===== src/rtl/calc_pkg.sv =====
// calc_pkg: shared calculator types and helpers.
//   NumDigits    : significand digit count.
//   ExpW         : width of the exponent (decimal point position) field.
//   num_t        : sign, error flag, exponent, BCD significand (digit 0 in bits 3:0).
//   bcd2segments : BCD digit to 7-segment pattern, bit6 = a (top) ... bit0 = g (middle).
//                  Codes above 9 show the 9 pattern.
package calc_pkg;

  localparam int unsigned NumDigits = 8;
  localparam int unsigned ExpW      = $clog2(NumDigits);

  typedef struct packed {
    logic                   sign;
    logic                   error;
    logic [ExpW-1:0]        exponent;
    logic [4*NumDigits-1:0] significand;
  } num_t;

  function automatic logic [6:0] bcd2segments(input logic [3:0] bcd);
    logic [6:0] seg;
    case (bcd)
      4'd0:    seg = 7'b1111110;
      4'd1:    seg = 7'b0110000;
      4'd2:    seg = 7'b1101101;
      4'd3:    seg = 7'b1111001;
      4'd4:    seg = 7'b0110011;
      4'd5:    seg = 7'b1011011;
      4'd6:    seg = 7'b1011111;
      4'd7:    seg = 7'b1110000;
      4'd8:    seg = 7'b1111111;
      default: seg = 7'b1111011;
    endcase
    return seg;
  endfunction

endpackage


===== src/rtl/calc_display_scan.sv =====
// calc_display_scan: time-multiplexes a calc_pkg::num_t onto a NumDigits-digit
// common-segment 7-segment display with blanking gaps between digits.
//   clk_i        system clock
//   rst_i        asynchronous active-high reset
//   num_i        value to display
//   num_valid_i  single-cycle strobe, captures num_i (applied at next frame wrap)
//   digit_sel_o  one-hot digit enable, bit 0 = rightmost digit, 0 during the gap
//   segments_o   segment pattern for the enabled digit (bit6 = top ... bit0 = middle)
//   dp_o         decimal point for the enabled digit
//   minus_o      static minus annunciator
//   error_o      static error annunciator
//   frame_o      one-cycle pulse at each frame wrap
module calc_display_scan #(
  parameter int unsigned NumDigits  = calc_pkg::NumDigits,
  parameter int unsigned RefreshDiv = 1000
) (
  input  logic                  clk_i,
  input  logic                  rst_i,
  input  calc_pkg::num_t        num_i,
  input  logic                  num_valid_i,
  output logic [NumDigits-1:0]  digit_sel_o,
  output logic [6:0]            segments_o,
  output logic                  dp_o,
  output logic                  minus_o,
  output logic                  error_o,
  output logic                  frame_o
);

  localparam int unsigned CntW = (RefreshDiv > 1) ? $clog2(RefreshDiv) : 1;
  localparam int unsigned IdxW = calc_pkg::ExpW;

  logic [CntW-1:0]      cnt;
  logic [IdxW-1:0]      idx;
  calc_pkg::num_t       active;
  calc_pkg::num_t       pending;
  logic                 pend_flag;

  logic                 slot_wrap;
  logic                 frame_wrap;

  logic [NumDigits-1:0] sel_d;
  logic [6:0]           seg_d;
  logic                 dp_d;
  logic                 minus_d;
  logic                 error_d;
  logic [3:0]           cur_digit;
  logic                 upper_nz;

  assign slot_wrap  = (cnt == CntW'(RefreshDiv - 1));
  assign frame_wrap = slot_wrap && (idx == IdxW'(NumDigits - 1));

  // Scan position and double-buffered value.
  always_ff @(posedge clk_i or posedge rst_i) begin
    if (rst_i) begin
      cnt       <= '0;
      idx       <= '0;
      active    <= '0;
      pending   <= '0;
      pend_flag <= 1'b0;
    end else begin
      if (slot_wrap) begin
        cnt <= '0;
        idx <= frame_wrap ? '0 : idx + 1'b1;
      end else begin
        cnt <= cnt + 1'b1;
      end

      // A strobe landing on the wrap edge bypasses the pending stage so it
      // shows in the frame that starts right now.
      if (frame_wrap) begin
        if (num_valid_i) begin
          active    <= num_i;
          pend_flag <= 1'b0;
        end else if (pend_flag) begin
          active    <= pending;
          pend_flag <= 1'b0;
        end
      end else if (num_valid_i) begin
        pending   <= num_i;
        pend_flag <= 1'b1;
      end
    end
  end

  // Pattern for the digit at the current index, from the active value.
  always_comb begin
    cur_digit = active.significand[idx*4 +: 4];

    // Any nonzero digit at or above the current index keeps it lit.
    upper_nz = 1'b0;
    for (int unsigned j = 0; j < NumDigits; j++) begin
      if ((j >= 32'(idx)) && (active.significand[j*4 +: 4] != 4'd0)) begin
        upper_nz = 1'b1;
      end
    end

    sel_d = '0;
    if (cnt != '0) begin
      sel_d = {{(NumDigits-1){1'b0}}, 1'b1} << idx;
    end

    seg_d = '0;
    dp_d  = 1'b0;
    if (active.error) begin
      if (idx == '0) begin
        seg_d = 7'b1001111;
      end
    end else begin
      if ((idx <= active.exponent) || upper_nz) begin
        seg_d = calc_pkg::bcd2segments(cur_digit);
      end
      dp_d = (idx == active.exponent) && (active.exponent != '0);
    end

    minus_d = active.sign & ~active.error;
    error_d = active.error;
  end

  always_ff @(posedge clk_i or posedge rst_i) begin
    if (rst_i) begin
      digit_sel_o <= '0;
      segments_o  <= '0;
      dp_o        <= 1'b0;
      minus_o     <= 1'b0;
      error_o     <= 1'b0;
      frame_o     <= 1'b0;
    end else begin
      digit_sel_o <= sel_d;
      segments_o  <= seg_d;
      dp_o        <= dp_d;
      minus_o     <= minus_d;
      error_o     <= error_d;
      frame_o     <= frame_wrap;
    end
  end

endmodule


===== config.mk =====
export PLATFORM = sky130hd
export DESIGN_NAME = calc_display_scan
export DESIGN_NICKNAME = d
export VERILOG_FILES = /design/src/rtl/calc_pkg.sv /design/src/rtl/calc_display_scan.sv
export SDC_FILE = /design/constraint.sdc
export NUM_CORES = 1
export LEC_CHECK = 0
export ABC_AREA = 1
export CORE_UTILIZATION = 35
export CTS_BUF_LIST = sky130_fd_sc_hd__clkbuf_16
export DETAILED_ROUTE_END_ITERATION = 10
export GPL_TIMING_DRIVEN = 0
export PLACE_DENSITY = 0.62
export SYNTH_ARGS = -nofsm -noshare
export SYNTH_HDL_FRONTEND = slang
export SYNTH_SLANG_ARGS = --single-unit

===== constraint.sdc =====
create_clock -name clk_i -period 4.6 [get_ports clk_i]
set_input_delay 0.46 -clock clk_i [delete_from_list [all_inputs] [get_ports clk_i]]
set_output_delay 0.46 -clock clk_i [all_outputs]
set_load 0.02 [all_outputs]

**Yosys cells after proc, flatten, opt, wreduce, memory -nomap -nowiden**

Memory sizes are Yosys's and may differ from the RTL's.
Index checks and enable logic that the tools add are counted.

- Bits of input ports: 40
- Word-level logic and storage cells: 80
- Register bits after elaboration: 107
- Memories kept: 1
- Memory bits (read-only): 112

- Shift operators: 2
- Reduce and logical (&&, ||, !) cells: 25
- Muxes and demuxes: 19
- Bitwise gates (word level): 3
- $lt $le $gt $ge: 8
- Eq/ne operators: 3
- Add/sub/neg operators: 2

Memory list:

| memory | depth | bits a word | rd ports | clocked after Yosys merged registers in | wr ports | line | text |
|---|---|---|---|---|---|---|---|
| (name not given) | 16 | 7 | 1 | 0 | 0 | calc_pkg.sv:21 | `case (bcd)` |

Operators with widths:

| operator | count |
|---|---|
| 2-to-1 mux 37 bit | 2 |
| nonzero test 4 bit | 8 |
| variable part select 32 x 6 -> 4 bit | 1 |
| 2-to-1 mux 7 bit | 3 |
| 2-to-1 mux 1 bit | 11 |
| adder 10 x 1 -> 10 bit, second input constant | 1 |
| equality test 10 bit, second input constant | 1 |
| 2-to-1 mux 10 bit | 1 |
| nonzero test 10 bit | 1 |
| greater-or-equal comparator 3 bit, first input constant | 3 |
| logical AND 1 bit | 9 |
| 2-to-1 mux 8 bit | 1 |
| << shifter 1 x 3 -> 8 bit, first input constant | 1 |
| greater-or-equal comparator 1 x 3 -> 1 bit, first input constant | 2 |
| greater-or-equal comparator 2 x 3 -> 1 bit, first input constant | 2 |
| AND reduction 2 bit | 2 |
| nonzero test 2 bit | 2 |
| adder 3 x 1 -> 3 bit, second input constant | 1 |
| equality test 3 bit | 1 |
| equality test 3 bit, second input constant | 1 |
| less-or-equal comparator 3 bit | 1 |
| zero test 3 bit | 1 |
| 2-to-1 mux 3 bit | 1 |
| nonzero test 3 bit | 1 |
| other kinds (3) | 4 |

**Longest topological paths before layout**

Gate-level depths: netlist (run 1).

- Word-level depth: 13
- Mapped depth: 14

**Least setup slack after synthesis (run 1)**

No wires, ideal clock.

- Path kind: reg-to-reg
- Start: reg idx[0]
- End: reg segments_o[3]
- Required time: 4,532 ps
- Buffers on the path: 1
- Setup slack: 2,740 ps
- Arrival: 1,792 ps
- Library setup time: 68 ps
- Stages on the path, launching flop included: 13
- Cells stage by stage: dfrtp_1 -> clkinv_1 -> buf_2 -> o21ai_0 -> o21ai_0 -> nor2_1 -> inv_1 -> ha_1 -> inv_1 -> nand2_1 -> nand3_1 -> nand3_1 -> nand2_1

- Word-level cells in the longest chain between the ends: 13

Ends and longest elaborated chain:

| element | line | text |
|---|---|---|
| from (decl) | calc_display_scan.sv:33 | `logic [IdxW-1:0] idx;` |
| from (signal assigned) | calc_display_scan.sv:63 | `idx <= frame_wrap ? '0 : idx + 1'b1;` |
| greater-or-equal comparator 1 x 3 -> 1 bit | calc_display_scan.sv:92 | `if ((j >= 32'(idx)) && (active.significand[j*4 +: 4] != 4'd0)) begin` |
| logical AND 1 bit | calc_display_scan.sv:92 |  |
| 2-to-1 mux 1 bit (8 in series) | calc_display_scan.sv:92 |  |
| logical OR 1 bit | calc_display_scan.sv:109 | `if ((idx <= active.exponent) \|\| upper_nz) begin` |
| 2-to-1 mux 7 bit | calc_display_scan.sv:109 |  |
| 2-to-1 mux 7 bit (*) | calc_display_scan.sv:104 | `if (active.error) begin` |
| via seg_d[3] | calc_display_scan.sv:42 | `logic [6:0] seg_d;` |
| to (signal assigned) | calc_display_scan.sv:129 | `segments_o <= seg_d;` |
| to (decl) | calc_display_scan.sv:22 | `output logic [6:0] segments_o,` |

The timed path passes the listed nets; every way through them passes the cells marked *.
A chain may end at the register's enable or synchronous reset.

**Final worst setup path (run 1)**

- Start: reg idx[0]
- End: reg segments_o[0]

The elaborated chain is that of the path after synthesis.

==> flow_summary_export.csv, run 1 <==
group,metric,value,unit
status,run_status,"finished, violations left",
status,violations,"design-rule violations",
floorplan,coreArea,0.0146,mm^2
clocking,cts_buffers,9,
setup_path,crit_slowest_cell,"dfrtp_1",
final_layout,fin_nets,762,
detailed_routing,viasPerCell,4.88,
yosys,syn-cell-area,0.00529,mm^2
placed_design,place_area,0.00612,mm^2
detailed_routing,routed_wl,12600,um
global_route,grtUsageTotal,0.175,
sta,rsz0062_at_grt,"no",
clocking,clk_pin_slew,0.07,ns
setup_path,rr_worst_depth,12,
sta,final_max_slew_viol_count,0,
yosys,synthTopCellsByArea,"dfrtp_1 (51%), nand2_1 (10%), o21ai_0 (6.3%), inv_1 (5.8%), o211ai_1 (5.5%)",
sta,holdWs,0.473,ns
floorplan,die_y,125,um
global_route,overflow,0,
pwr,combPwrFrac,0.102,
yosys,synth_area_per_cell,8.31,um^2
final_layout,final_area,0.00641,mm^2
setup_path,path_class,"flop to flop",
pwr,total_power,2010,uW
pwr,p_sw_frac,0.252,
setup_path,path_depth,12,
pwr,p_per_area,313,mW/mm^2
final_layout,syn2layout_area_growth,21.2,%
detailed_routing,route.met2.wl,5870,um
final_layout,drive_gt1_frac,0.0788,
detailed_routing,drtIter0Drc,353,
setup_path,max_stage_delay,0.45,ns
detailed_routing,wl_met3,407,um
sta,hold_violations,0,
global_route,antenna_found_initial,0,
final_layout,fillerInstances,1438,
placed_design,io_buffers,57,
detailed_routing,vias,4368,
sta,max_freq,0.427,GHz
worst_hold_path,hp-start,"pending[2]",
run,drv_cap,0,
setup_path,r2r_setup_slack,2.26,ns
floorplan,die-area,0.0156,mm^2
pwr,p_sw,507,uW
clocking,clkSinkCount,107,
global_route,grt_first_pass_wirelength,21700,um
detailed_routing,wl_met1,6100,um
yosys,yosysUniqueCellTypes,26,
clocking,cts.repair.resized,0,
placed_design,place.gp.congestion,0.873,
clocking,clk_latency,0.36,ns
setup_path,cp-start-kind,"flop",
pwr,internal-power,1500,uW
sta,period_minus_slack,2.34,ns
setup_path,crit_start,"idx[0]",
pwr,p_seq_frac,0.510,
setup_path,path_cells,"clkinv_1 -> buf_2 -> o21ai_0 -> o21ai_0 -> nor2_1 -> inv_1 -> ha_1 -> nor2_1 -> nor2_1 -> nand2_1 -> nand2_1 -> nand2_1",
global_route,grt_pass1_vias,4423,
sta,setup_tns,0,ns
clocking,h-tree-depth,3,
floorplan,die_w,125,um
placed_design,dp_hpwl,9440,um
floorplan,start_util,0.361,
yosys,synth_top_area_share,0.506,
worst_hold_path,whs_path_depth,2,
yosys,synth_nets,693,
pwr,pwr-share-clk,0.388,
setup_path,crit_buf_inv,3,
setup_path,cp_top_family,"buffers and inverters",
sta,min_period_over_period,0.509,
clocking,cts_tree,"built",
clocking,clk_path_buf_depth,2,
pwr,p_leak,0.00311,uW
clocking,root_buffer,"clkbuf_16",
detailed_routing,first_pass_iters,7,
yosys,synth_seq_area_share,0.506,
detailed_routing,wl_per_cell,14.1,um
setup_path,cp_max_fo,12,
clocking,cts_setup_buffers,0,
pwr,peakVddDrop,0.170,mV
worst_hold_path,worst_hold_path_type,"flop to flop",
yosys,yosys.area.top_type,"dfrtp_1",
sta,fin_skew,0.00617,ns
global_route,grt_max_degree,64,
floorplan,rows,44,
yosys,syn_inst,637,
setup_path,endpoint_kind,"flop",
setup_path,r2r-start,"idx[0]",
sta,setup_viol_count_final,0,
yosys,synth-seq-cells,107,
sta,tightest_slew,0.575,ns
setup_path,arrival,2.63,ns
yosys,yosysWarningCount,0,
sta,relSlewSlack,0.617,
floorplan,io-pin-count,59,
detailed_routing,top_layer,"met4",
final_layout,antenna_cells,0,
clocking,ctsHoldBuffers,0,
setup_path,worstPathRequired,4.89,ns
detailed_routing,route.detailed.drc,10,
detailed_routing,antenna_left,0,
-- cell families (layout without fill, tap and decap cells) --
kind of cell / Yosys count / count (layout) / synth area share
AND/OR/NAND/NOR: 276 / 276 / 0.226
flip-flops: 107 / 107 / 0.506
XOR/XNOR: 1 / 1 / 0.00166
AO/OA/AOI/OAI: 124 / 124 / 0.138
buffers and inverters: 113 / 187 / 0.0908
adder cells (fa/ha/maj): 16 / 16 / 0.0378
-- routing by layer --
metal / GRT usage / vias up
met3: 0.0257 / 10
met2: 0.278 / 79
met1: 0.241 / 2087
met4: 0.0717 / 0
li1: - / 2192
met5: 0 / -
-- layout make-up --
class	count	area, um^2	share of cell area
clock inverter	7	67.6	0.0105
inverter	83	314	0.0490
tap	184	230	0.0359
sequential	107	2680	0.417
multi-input combinational	417	2130	0.333
clock buffer	9	225	0.0351
buffer	30	169	0.0263
timing repair buffer	58	598	0.0932
-- cell usage after synthesis --
master / count
o211ai_1: 39
o21ai_1: 5
clkinv_1: 1
nand3_1: 52
a31oi_1: 2
clkbuf_1: 9
and2_1: 1
xor2_1: 1
a21oi_1: 8
inv_1: 82
nor2_8: 1
o21ai_0: 67
nand2_1: 147
or2_2: 17
nor2_1: 52
nand2_8: 1
nand2_4: 1
o21a_1: 2
buf_1: 2
buf_6: 4
buf_2: 12
dfrtp_1: 107
o21bai_1: 1
nand4_1: 4
ha_1: 16
buf_4: 3
-- sequential cells by signal, indices dropped and copies added, names as in the netlist --
name and count:
error_o 1, minus_o 1, error_d 1, cnt 10, pend_flag 1, pending 37, digit_sel_o 8, dp_o 1
active 36, segments_o 7, frame_o 1, idx 3
-- through the flow --
stage,worst slack [ns],utilization,cells
floorplan,1.32,-,637
global placement,-0.236,0.416,878
detailed placement,2.27,0.418,879
CTS,2.26,0.438,895
global route,2.01,0.438,895
finish,2.26,0.438,895
-- power by group through the flow --
stage	registers (uW)	clock network (uW)	logic (uW)
finish	1030	780	205
global route	1030	833	234
CTS	1030	794	208
detailed placement	1040	0	207
global placement	1040	0	197
floorplan	1040	0	114
-- tightest hold or removal path: stages, from the launching register on --
cell,delay [ns]
dfrtp_1,0.34
nand2_1,0.05
nand2_1,0.05
-- final timing paths --
path / to
worst min register to register: pending[2]
min in group asynchronous: minus_o
max in group asynchronous: active[21]
worst min-delay path: pending[2]
worst max register to register: segments_o[0]
worst max-delay path: segments_o[0]
-- layout by cell type (no fill, tap or decap), drive strengths merged --
master / n
nand4: 4
o21ai: 72
inv: 83
clkinvlp: 2
a21oi: 8
ha: 16
o211ai: 39
nand3: 52
nand2: 149
or2: 17
clkbuf: 18
bufinv: 1
o21bai: 1
dfrtp: 107
nor2: 53
a31oi: 2
o21a: 2
buf: 22
clkinv: 4
clkdlybuf4s50: 57
and2: 1
xor2: 1
No activity file was read; power rests on OpenSTA's default activity.
==> run 2: changes to the inputs <==
- PLACE_DENSITY: 0.62 -> 0.64
- clock period: 4.6 -> 1.9 ns (I/O delays scaled with it)
==> run 2 against run 1 <==
Effect of this change: the flow finishes with violations (design-rule violations, negative setup slack); highest routed layer unchanged; count of clock-buffer cells in the layout is the same; maximum frequency grew 22%; largest power group unchanged; critical path depth shrank 3; via count grew 2.8%; sequential share of layout area shrank 1.4 points.
==> flow_summary_export.csv, run 2 (synthesized netlist as in run 1, its figures left out) <==
group,metric,value,unit
floorplan,die_y,125,um
floorplan,die-area,0.0156,mm^2
detailed_routing,viasPerCell,4.92,
final_layout,drive_gt1_frac,0.125,
global_route,grt_first_pass_wirelength,21300,um
detailed_routing,antenna_left,0,
detailed_routing,drtIter0Drc,226,
floorplan,rows,44,
status,run_status,"finished, violations left",
pwr,peakVddDrop,0.376,mV
setup_path,path_cells,"clkbuf_4 -> o211ai_1 -> nand4_1 -> inv_2 -> ha_1 -> nand2_1 -> nand3_1 -> nand3_1 -> nand2_1",
final_layout,syn2layout_area_growth,25.5,%
global_route,grt_pass1_vias,4404,
detailed_routing,vias,4490,
pwr,p_sw_frac,0.249,
clocking,clk_pin_slew,0.07,ns
run,drv_cap,0,
floorplan,io-pin-count,59,
worst_hold_path,worst_hold_path_type,"input pin to flop",
placed_design,io_buffers,57,
placed_design,dp_hpwl,9390,um
placed_design,place_area,0.00614,mm^2
clocking,clk_path_buf_depth,2,
global_route,grt_max_degree,39,
floorplan,start_util,0.361,
clocking,cts_buffers,9,
pwr,p_leak,0.00320,uW
sta,fin_skew,0.00670,ns
sta,hold_violations,0,
setup_path,worstPathRequired,2.13,ns
sta,rsz0062_at_grt,"yes",
setup_path,crit_slowest_cell,"dfrtp_2",
sta,min_period_over_period,1.01,
placed_design,place.gp.congestion,0.885,
final_layout,largest_reg_flops,37,
clocking,clkSinkCount,107,
setup_path,arrival,2.15,ns
clocking,root_buffer,"clkbuf_16",
sta,final_max_slew_viol_count,0,
clocking,h-tree-depth,3,
clocking,clk_latency,0.35,ns
pwr,p_sw,1160,uW
status,violations,"design-rule violations, negative setup slack",
sta,setup_tns,-0.0179,ns
detailed_routing,routed_wl,12800,um
pwr,p_seq_frac,0.534,
detailed_routing,wl_per_cell,14.0,um
final_layout,top_register,"pending",
global_route,antenna_found_initial,0,
setup_path,cp_max_fo,10,
setup_path,path_class,"flop to flop",
detailed_routing,route.detailed.drc,7,
sta,period_minus_slack,1.92,ns
final_layout,largestRegisters,"pending x37, active x36, cnt x10",
final_layout,antenna_cells,0,
detailed_routing,first_pass_iters,7,
floorplan,coreArea,0.0146,mm^2
setup_path,max_stage_delay,0.47,ns
global_route,overflow,0,
placed_design,dp_slack,-0.464,ns
final_layout,fin_nets,781,
sta,setup_ws,-0.0171,ns
sta,max_freq,0.522,GHz
pwr,pwr-share-clk,0.357,
final_layout,final_area,0.00664,mm^2
setup_path,cp-start-kind,"flop",
final_layout,layout_common_cells,"nand2_1 (145), dfrtp_1 (105), inv_1 (78)",
global_route,grtUsageTotal,0.172,
setup_path,endpoint_kind,"flop",
sta,relSlewSlack,0.443,
pwr,internal-power,3490,uW
floorplan,die_w,125,um
clocking,cts_tree,"built",
sta,tightest_slew,0.834,ns
final_layout,mostFrequentLayoutCell,"nand2_1",
pwr,combPwrFrac,0.109,
pwr,p_per_area,700,mW/mm^2
sta,setup_viol_count_final,2,
==> run 2: cell types whose count changed in the layout (fill, tap and decap cells not counted), moves of 3 or more <==
cell,change
buf_12,+3
ha_1,-4
o21ai_1,+5
nor2_1,-4
o21ai_0,-5
inv_1,-3
ha_2,+3
buf_2,-3
buf_4,+16
inv_2,+3
==> run 2: through the flow <==
step / power [uW] / cells / util / hold slack, ns
floorplan: 2800 / 637 / - / 0.335
global placement: 3000 / 878 / 0.416 / 0.426
detailed placement: 3030 / 880 / 0.419 / 0.421
CTS: 4690 / 902 / 0.444 / 0.287
global route: 4860 / 913 / 0.454 / 0.309
finish: 4650 / 913 / 0.454 / 0.290
==> run 2: cell type report <==
cell class,instances,area (um^2)
fillers,1447,8000
flip-flops and latches,107,2680
multi-input cells,417,2180
repair buffers,78,783
inverters,83,328
well taps,184,230
clock buffers,9,225
plain buffers,29,185
clock inverters,6,26.3
==> run 2: routing by layer <==
layer | vias up | track usage | share of wire
met5 | - | 0 | 0
met4 | 0 | 0.0768 | 0.022
met3 | 22 | 0.0287 | 0.036
met2 | 98 | 0.270 | 0.46
met1 | 2140 | 0.234 | 0.49
li1 | 2230 | - | -
==> run 2: power by group through the flow <==
stage	Sequential [uW]	Combinational, uW	Clock [uW]
after floorplan	2530	275	0
after global placement	2520	478	0
after detailed placement	2530	501	0
after CTS	2480	508	1700
after global routing	2500	573	1790
final	2480	505	1660
==> run 2: path summary, 6_finish.rpt <==
check                             from       endpoint  slack [ns]  depth (start not counted)
setup reg to reg                idx[0]  segments_o[3]       -0.02                          9
max in group asynchronous        rst_i    pending[30]        0.91                          3
hold / removal             num_valid_i    pending[33]        0.29                          4
setup / recovery                idx[0]  segments_o[3]       -0.02                          9
min in group asynchronous        rst_i      active[2]        0.34                          2
hold reg to reg                error_d        error_o        0.45                          0
==> run 2: what timing repair did <==
action,in CTS,in global routing
gates resized for setup,20,17
pin swaps,5,14
buffers inserted,8,10
cloned,0,1
setup endpoints to repair,18,39
hold buffers,0,0
==> run 2: worst max-delay path, delay by kind of cell (launching register included) <==
kind,cells,cell delay (ns)
buffers and inverters,2,0.34
adders and majority gates,1,0.23
AOI/OAI and AO/OA,1,0.25
and+or+nand+nor,5,0.52
DFF,1,0.47
==> run 3: changes to the inputs <==
- GPL_ROUTABILITY_DRIVEN: unset -> 0
- PLACE_DENSITY: 0.64 -> 0.65
- SETUP_SLACK_MARGIN: unset -> 0.5
==> run 3 against run 2 <==
Effect of this change: the run still ends with design-rule violations, negative setup slack left; worst hold slack lost 0.074 ns; global-route usage grew 0.56 points; utilization grew 6.9 points; power grew 4.3%; clock skew grew 0.0063 ns; critical path type unchanged; critical endpoint is now segments_o[0]; largest power group unchanged.
==> flow_summary_export.csv, run 3 (synthesized netlist as in run 1, its figures left out) <==
group,metric,value,unit
sta,hold_violations,0,
clocking,clk_pin_slew,0.07,ns
sta,period_minus_slack,1.94,ns
final_layout,drive_gt1_frac,0.289,
detailed_routing,wl_per_cell,15.2,um
run,drv_cap,0,
floorplan,die_y,125,um
final_layout,mostFrequentLayoutCell,"dfrtp_1",
global_route,grt_pass1_vias,4623,
status,violations,"design-rule violations, negative setup slack",
sta,final_max_slew_viol_count,0,
final_layout,top_register,"pending",
final_layout,largest_reg_flops,37,
sta,setup_ws,-0.0369,ns
sta,min_period_over_period,1.02,
status,run_status,"finished, violations left",
floorplan,start_util,0.361,
detailed_routing,vias,4777,
setup_path,r2r_end,"segments_o[0]",
clocking,h-tree-depth,3,
placed_design,io_buffers,57,
global_route,grtUsageTotal,0.177,
global_route,grt_first_pass_wirelength,22000,um
clocking,clk_path_buf_depth,2,
sta,tightest_slew,0.687,ns
floorplan,coreArea,0.0146,mm^2
detailed_routing,drtIter0Drc,308,
setup_path,rr_worst_depth,12,
final_layout,syn2layout_area_growth,44.5,%
final_layout,fin_nets,808,
placed_design,place_area,0.00625,mm^2
floorplan,io-pin-count,59,
placed_design,dp_hpwl,9450,um
setup_path,r2r-start,"idx[1]",
detailed_routing,viasPerCell,5.08,
floorplan,rows,44,
pwr,p_leak,0.00364,uW
sta,setup_viol_count_final,1,
floorplan,die-area,0.0156,mm^2
setup_path,cp-start-kind,"flop",
setup_path,worstPathRequired,2.13,ns
placed_design,placedCellCount,881,
setup_path,arrival,2.16,ns
global_route,antenna_found_initial,0,
clocking,root_buffer,"clkbuf_16",
global_route,overflow,0,
sta,rsz0062_at_grt,"yes",
setup_path,r2r_setup_slack,-0.04,ns
global_route,grt_max_degree,37,
clocking,clk_latency,0.36,ns
pwr,p_per_area,634,mW/mm^2
sta,relSlewSlack,0.540,
setup_path,cp_max_fo,8,
sta,setup_tns,-0.0369,ns
clocking,clkSinkCount,107,
detailed_routing,route.detailed.drc,8,
final_layout,antenna_cells,0,
detailed_routing,antenna_left,0,
final_layout,instances_no_fill,941,
clocking,cts_buffers,9,
sta,max_freq,0.516,GHz
final_layout,fin_util,0.522,
floorplan,die_w,125,um
sta,fin_skew,0.0130,ns
final_layout,final_area,0.00765,mm^2
final_layout,largestRegisters,"pending x37, active x36, cnt x10",
final_layout,layout_common_cells,"dfrtp_1 (104), nand2_1 (101), inv_1 (75)",
detailed_routing,first_pass_iters,8,
worst_hold_path,worst_hold_path_type,"input pin to async pin",
sta,holdWs,0.215,ns
clocking,cts_tree,"built",
setup_path,endpoint_kind,"flop",
detailed_routing,routed_wl,14300,um
pwr,peakVddDrop,0.605,mV
setup_path,path_class,"flop to flop",
==> run 3: cell count changes in the layout (fill, tap and decap cells not counted), sizes merged <==
| cell | change |
|---|---|
| clkinv | -1 |
| clkinvlp | -2 |
| inv | +4 |
| clkdlybuf4s50 | -19 |
| clkbuf | +5 |
| buf | +20 |
| dlygate4sd2 | +19 |
| nor2 | +1 |
| nand2 | +1 |
==> run 3: metal layers <==
layer  share of wire  routed length (um)  global-route usage
met5               0                   0                   0
met4           0.021                 303              0.0560
met3           0.041                 585              0.0441
met2            0.50                7140               0.300
met1            0.44                6300               0.223
==> run 3: worst max-delay path: stages (launching register included) <==
cell and delay, ns:
dfrtp_2 0.51, buf_6 0.16, nor2_4 0.13, o21ai_2 0.08, o21ai_2 0.17, nor2_4 0.08, inv_2 0.11, ha_4 0.15
nor2_2 0.04, nor2_1 0.14, nand2_1 0.08, nand2_1 0.08, nand2_1 0.06
==> run 3: what timing repair did <==
| item | CTS | global route |
|---|---|---|
| hold buffers | 0 | 0 |
| hold endpoints to repair | 0 | 0 |
| pin swaps | 11 | 17 |
| buffers inserted | 20 | 11 |
| endpoints found under the setup margin | 109 | 100 |
| resized for setup | 66 | 186 |
| gates cloned | 6 | 7 |
==> run 3: how the worst max path moves through the flow <==
stage | startpoint | end
global route | idx[1] | segments_o[0]
finish | idx[1] | segments_o[0]
detailed placement | idx[0] | segments_o[0]
global placement | rst_i | idx[1]
floorplan | idx[0] | segments_o[3]
CTS | idx[0] | segments_o[3]
==> run 3: power breakdown <==
part	switching, uW	internal [uW]
sequential	90.6	2410
clock	815	862
combinational	363	301
total	1270	3580
==> run 3: metrics by stage <==
stage | setup slack (ns) | total power (uW)
finish | -0.0369 | 4850
floorplan | 0.234 | 2810
detailed placement | -0.126 | 3050
global route | -0.131 | 5060
global placement | -0.772 | 3010
CTS | 0.0925 | 4710
==> run 3: cell type report <==
type                            count  area [um^2]
Multi-Input combinational cell    419         2720
Fill cell                        1328         7000
Timing Repair Buffer              102         1130
Buffer                             30          288
Tap cell                          184          230
Inverter                           83          343
Clock buffer                        9          225
Clock inverter                      7         30.0
Sequential cell                   107         2680
